### config.mk
export PLATFORM = sky130hd
export DESIGN_NAME = ahb_rr_master
export DESIGN_NICKNAME = d
export VERILOG_FILES = /design/src/rtl/ahb_ctrl_pkg.sv /design/src/rtl/ahb_rr_arbiter.sv /design/src/rtl/ahb_rr_master.sv
export SDC_FILE = /design/constraint.sdc
export NUM_CORES = 1
export LEC_CHECK = 0
export CORE_MARGIN = 1
export CORE_UTILIZATION = 35
export CTS_CLUSTER_SIZE = 40
export DETAILED_ROUTE_END_ITERATION = 10
export GPL_TIMING_DRIVEN = 0
export PLACE_DENSITY = 0.74
export SYNTH_ARGS = -nofsm -noshare
export SYNTH_HDL_FRONTEND = slang
export SYNTH_SLANG_ARGS = --single-unit
### constraint.sdc
create_clock -name hclk -period 1.87 [get_ports hclk]
set_clock_uncertainty 0.05 [all_clocks]
set_input_delay 0.187 -clock hclk [delete_from_list [all_inputs] [get_ports hclk]]
set_output_delay 0.187 -clock hclk [all_outputs]
set_load 0.01 [all_outputs]
### src/rtl/ahb_ctrl_pkg.sv
// Shared AHB-Lite encodings and FSM state type for the round-robin master.
package ahb_ctrl_pkg;

  localparam logic [1:0] HTRANS_IDLE   = 2'b00;
  localparam logic [1:0] HTRANS_NONSEQ = 2'b10;

  localparam logic [1:0] HRESP_OKAY  = 2'b00;
  localparam logic [1:0] HRESP_ERROR = 2'b01;

  localparam logic [3:0] HPROT_DATA = 4'b0011;

  typedef enum logic [1:0] {
    StIdle = 2'b00,
    StAddr = 2'b01,
    StData = 2'b10
  } state_e;

endpackage

### src/rtl/ahb_rr_arbiter.sv
// Round-robin arbiter: searches upward from last_grant+1 (mod NUM_REQ) for the first active request.
module ahb_rr_arbiter #(
  parameter int unsigned NUM_REQ = 2,
  parameter int unsigned IW      = $clog2(NUM_REQ)
) (
  input  logic [NUM_REQ-1:0] req,
  input  logic               enable,
  input  logic [IW-1:0]      last_grant,
  output logic [NUM_REQ-1:0] grant,
  output logic [IW-1:0]      grant_idx
);

  int unsigned cand;
  logic        found;

  always_comb begin
    grant     = '0;
    grant_idx = '0;
    found     = 1'b0;
    cand      = 0;
    if (enable) begin
      for (int unsigned k = 1; k <= NUM_REQ; k++) begin
        cand = (32'(last_grant) + k) % NUM_REQ;
        if (!found && req[cand[IW-1:0]]) begin
          found                 = 1'b1;
          grant[cand[IW-1:0]]   = 1'b1;
          grant_idx             = cand[IW-1:0];
        end
      end
    end
  end

endmodule

### src/rtl/ahb_rr_master.sv
// AHB-Lite master sharing one slave port among NUM_REQ requesters; one single transfer in flight.
module ahb_rr_master
  import ahb_ctrl_pkg::*;
#(
  parameter int unsigned NUM_REQ = 2,
  parameter int unsigned AW      = 32,
  parameter int unsigned DW      = 32
) (
  input  logic                  hclk,
  input  logic                  hrst,
  input  logic [NUM_REQ-1:0]    req_valid,
  input  logic [NUM_REQ-1:0]    req_write,
  input  logic [NUM_REQ*AW-1:0] req_addr,
  input  logic [NUM_REQ*DW-1:0] req_wdata,
  output logic [NUM_REQ-1:0]    req_ready,
  output logic [NUM_REQ-1:0]    rsp_valid,
  output logic [DW-1:0]         rsp_rdata,
  output logic                  rsp_err,
  output logic                  hsel,
  output logic                  hwrite,
  output logic [1:0]            htrans,
  output logic [AW-1:0]         haddr,
  output logic [3:0]            hprot,
  output logic [DW-1:0]         hwdata,
  input  logic [DW-1:0]         hrdata,
  input  logic                  hready,
  input  logic [1:0]            hresp
);

  localparam int unsigned IW = $clog2(NUM_REQ);
  localparam logic [IW-1:0] LastIdx = IW'(NUM_REQ - 1);

  state_e state_q, state_d;

  logic [IW-1:0]      last_grant_q, last_grant_d;
  logic [IW-1:0]      win_q, win_d;
  logic               write_q, write_d;
  logic [DW-1:0]      wdata_q, wdata_d;

  logic               hsel_q, hsel_d;
  logic               hwrite_q, hwrite_d;
  logic [1:0]         htrans_q, htrans_d;
  logic [AW-1:0]      haddr_q, haddr_d;
  logic [3:0]         hprot_q, hprot_d;
  logic [DW-1:0]      hwdata_q, hwdata_d;
  logic [NUM_REQ-1:0] rsp_valid_q, rsp_valid_d;
  logic [DW-1:0]      rsp_rdata_q, rsp_rdata_d;
  logic               rsp_err_q, rsp_err_d;

  logic [NUM_REQ-1:0] grant;
  logic [IW-1:0]      grant_idx;
  logic               arb_en;

  // Gating with hrst keeps a requester from seeing an accept that the reset would discard.
  assign arb_en = (state_q == StIdle) && !hrst;

  ahb_rr_arbiter #(
    .NUM_REQ (NUM_REQ),
    .IW      (IW)
  ) u_arbiter (
    .req        (req_valid),
    .enable     (arb_en),
    .last_grant (last_grant_q),
    .grant      (grant),
    .grant_idx  (grant_idx)
  );

  always_comb begin
    state_d      = state_q;
    last_grant_d = last_grant_q;
    win_d        = win_q;
    write_d      = write_q;
    wdata_d      = wdata_q;
    hsel_d       = hsel_q;
    hwrite_d     = hwrite_q;
    htrans_d     = htrans_q;
    haddr_d      = haddr_q;
    hprot_d      = hprot_q;
    hwdata_d     = hwdata_q;
    rsp_valid_d  = '0;
    rsp_rdata_d  = '0;
    rsp_err_d    = 1'b0;

    unique case (state_q)
      StIdle: begin
        if (|grant) begin
          state_d      = StAddr;
          last_grant_d = grant_idx;
          win_d        = grant_idx;
          write_d      = req_write[grant_idx];
          wdata_d      = req_wdata[grant_idx*DW +: DW];
          hsel_d       = 1'b1;
          hwrite_d     = req_write[grant_idx];
          htrans_d     = HTRANS_NONSEQ;
          haddr_d      = req_addr[grant_idx*AW +: AW];
          hprot_d      = HPROT_DATA;
        end
      end
      StAddr: begin
        if (hready) begin
          state_d  = StData;
          hsel_d   = 1'b0;
          hwrite_d = 1'b0;
          htrans_d = HTRANS_IDLE;
          haddr_d  = '0;
          hprot_d  = '0;
          hwdata_d = write_q ? wdata_q : '0;
        end
      end
      StData: begin
        // A two-cycle ERROR response is just one wait state followed by this capture.
        if (hready) begin
          state_d            = StIdle;
          hwdata_d           = '0;
          rsp_valid_d[win_q] = 1'b1;
          rsp_rdata_d        = write_q ? '0 : hrdata;
          rsp_err_d          = (hresp == HRESP_ERROR);
        end
      end
      default: state_d = StIdle;
    endcase
  end

  always_ff @(posedge hclk) begin
    if (hrst) begin
      state_q      <= StIdle;
      last_grant_q <= LastIdx;
      win_q        <= '0;
      write_q      <= 1'b0;
      wdata_q      <= '0;
      hsel_q       <= 1'b0;
      hwrite_q     <= 1'b0;
      htrans_q     <= HTRANS_IDLE;
      haddr_q      <= '0;
      hprot_q      <= '0;
      hwdata_q     <= '0;
      rsp_valid_q  <= '0;
      rsp_rdata_q  <= '0;
      rsp_err_q    <= 1'b0;
    end else begin
      state_q      <= state_d;
      last_grant_q <= last_grant_d;
      win_q        <= win_d;
      write_q      <= write_d;
      wdata_q      <= wdata_d;
      hsel_q       <= hsel_d;
      hwrite_q     <= hwrite_d;
      htrans_q     <= htrans_d;
      haddr_q      <= haddr_d;
      hprot_q      <= hprot_d;
      hwdata_q     <= hwdata_d;
      rsp_valid_q  <= rsp_valid_d;
      rsp_rdata_q  <= rsp_rdata_d;
      rsp_err_q    <= rsp_err_d;
    end
  end

  assign req_ready = grant;
  assign rsp_valid = rsp_valid_q;
  assign rsp_rdata = rsp_rdata_q;
  assign rsp_err   = rsp_err_q;
  assign hsel      = hsel_q;
  assign hwrite    = hwrite_q;
  assign htrans    = htrans_q;
  assign haddr     = haddr_q;
  assign hprot     = hprot_q;
  assign hwdata    = hwdata_q;

endmodule

==> impl_metrics.yaml <==
global_routing:
  grt_remaining_overflow: 0
  grt_pass1_wl_mm: 24.3
  grt_pass1_vias: 4956
  grtUsageTotal_pct: 21.5
  antenna_found_initial: 1
  grt_start_max_net_pins: 18
critical_path:
  crit_path_cell_trace: "nor3_4, and3_4, buf_12, buf_4"
  endpoint_kind: "output port"
  cpMaxStageDelayCell: "dfxtp_2"
  cp_data_required_time_ps: 1630
  critical_path_arrival_ps: 1520
  start_kind: "flop"
  path_delay_family: "simple AND/OR/NAND/NOR gates"
  worstReg2RegStart: "state_q[0]"
  crit_fanout: 17
  cpPeakStageDelay_ps: 370
  cp.buffers_inverters: 2
  crit_type: "flop to output port"
  cp-startpoint: "state_q[1]"
yosys:
  syn_inst: 515
  yosys_warnings: 0
  ys_seq_area_share_pct: 55.4
  synthesis.area_um2: 4990
  synth_cell_types: 33
  ys_seq_elements: 138
  synth.avg_cell_area_um2: 9.69
power:
  vdd_drop_max_mv: 0.611
  p_int_mw: 6.04
  power_mw: 7.78
  pwr-share-comb_pct: 13.5
  powerDensity_nw_per_um2: 900
  p_leak_nw: 3.36
  p_seq_share_pct: 41.0
  p_sw_mw: 1.74
  pwr-share-clk_pct: 45.5
  p_sw_share_pct: 22.4
cells_and_area:
  nets: 980
  layout_commonest_cell: "clkdlybuf4s50_1"
  mostFrequentLayoutCells: "271 x clkdlybuf4s50_1, 137 x dfxtp_1, 100 x nand2_1"
  drive_gt1_share_pct: 8.86
  fin_area_um2: 8640
  area_delta_synth_final_pct: 73.2
timing:
  hold_ws_ps: 258
  timing.final.ws_setup_ps: 114
  period_minus_slack_ps: 1760
  drv_slew: 0
  finalHoldViolations: 0
  setup_viol: 0
  tns_ps: 0
  clock.fmax_ghz: 0.569
  max_slew_margin_pct: 65.0
  rsz0062_at_grt: "false"
  worstMarginPinSlew_ps: 525
  final.period_utilization_pct: 93.9
worst_hold_path:
  hp-start: "req_wdata[40]"
  hp-class: "primary input to flop"
detailed_routing:
  route.detailed.drc: 0
  routed_wirelength_mm: 15.8
  drtIter0Drc: 230
  ant_nets: 0
  wl_met3_mm: 1.14
  post_drt_wl_per_cell_um: 15.8
  dr.pass1.iters: 5
  top_layer_used: "met4"
  wl_met1_mm: 6.42
  via_per_inst: 4.82
  vias: 4843
  dr_wl_met2_mm: 7.78
placed_design:
  post_dp_cell_area_um2: 7970
  portBuffers: 274
  dp_hpwl_mm: 11.8
  place_congestion: 0.829
  place_ws_ps: -626
die:
  rows: 43
  core_area_um2: 13900
  die_h_um: 121
  ios: 278
  start_util_pct: 35.9
  die_x_um: 121
  die-area_um2: 14700
clock_network:
  htree_levels: 4
  cts_buffers: 17
  clock_path_buffers: 2
  root_buffer: "clkbuf_16"
  cts_tree: "done"
  cts_sinks: 138
  cts.hold.buffers_added: 0
  worstSkewPairLatency_ps: 410
  path_clk_slew_ps: 60
job:
  maxCapViolations: 0
status:
  status: "finished, final reports clean"
==> power by group through the flow <==
stage	sequential, mW	clock [mW]	combinational [mW]
global placement	3.24	0	1.02
floorplan	3.26	0	0.368
finish	3.19	3.54	1.05
detailed placement	3.24	0	1.03
CTS	3.19	3.62	1.05
global route	3.20	3.76	1.13
==> tightest hold or removal path, stage by stage <==
cell,delay (ps)
clkdlybuf4s50_1,400
nand2_1,50
nand2_1,40
==> logic make-up after synthesis <==
kind of cell / Yosys count / synth area share (%)
compound gates: 108 / 15.1
xor+xnor: 1 / 0.176
buf+inv: 48 / 5.24
flops: 138 / 55.4
mux: 32 / 6.42
other cells: 1 / 0.0752
simple gates: 187 / 17.6
==> synth_stat cells, drive strengths merged <==
cell	number	area share [%]
nand3b	1	0.15
nor2b	2	0.25
and3	1	0.13
dfxtp	138	55
a21oi	38	3.8
nand2b	2	0.25
a211oi	1	0.15
nand2	101	7.6
clkbuf	12	0.90
xor2	1	0.18
o31ai	1	0.15
o21ai	1	0.10
nand3	32	3.2
inv	3	0.23
o21a	1	0.15
mux2i	32	6.4
o2bb2ai	33	5.8
nor3b	1	0.15
or2	1	0.13
nor3	3	0.40
nor2	7	0.68
a22oi	32	4.8
a21boi	1	0.15
and2	34	4.3
conb	1	0.075
or3b	2	0.40
buf	33	4.1
==> sequential cells by signal (all words and copies together) (netlist names) <==
register,count
haddr,32
hwdata,32
rsp_rdata,32
wdata_q,32
rsp_valid,2
state_q,2
hprot,1
hwrite,1
last_grant_q,1
rsp_err,1
win_q,1
write_q,1
==> final cells by class <==
| class | count | area, um2 |
|---|---|---|
| antenna | 1 | 2.50 |
| timing repair buffer | 277 | 2760 |
| inverter | 3 | 13.8 |
| multi-input combinational | 331 | 1990 |
| buffer | 43 | 259 |
| sequential | 138 | 2760 |
| fill | 1148 | 5240 |
| clock inverter | 9 | 161 |
| tap | 180 | 225 |
| clock buffer | 23 | 468 |
==> metal layers <==
layer  track usage [%]  up-vias
li1                  -     2357
met1              24.1     2232
met2              36.5      215
met3              7.10       39
met4              10.2        0
met5                 0        -
==> what timing repair did <==
| item | 4_1_cts | 5_1_grt |
|---|---|---|
| hold endpoints to repair | 0 | 0 |
| setup buffers | 1 | 2 |
| resized for setup | 10 | 9 |
| pin swaps | 2 | 2 |
| endpoints found under the setup margin | 2 | 12 |
| gates cloned | 0 | 0 |
==> worst paths after layout <==
path                                     end  slack (ps)  depth (start not counted)
worst min register to register  rsp_valid[0]         380                          1
worst max-delay path            req_ready[0]         110                          4
worst max register to register  rsp_rdata[7]         230                          6
worst min-delay path              wdata_q[8]         260                          3
==> stage by stage <==
step,util [%],cells
final,62.3,1005
after global routing,62.3,1005
after CTS,62.0,1002
after detailed placement,57.4,971
after global placement,57.4,971
after floorplan,-,517
(Power assumes the default switching activity.)
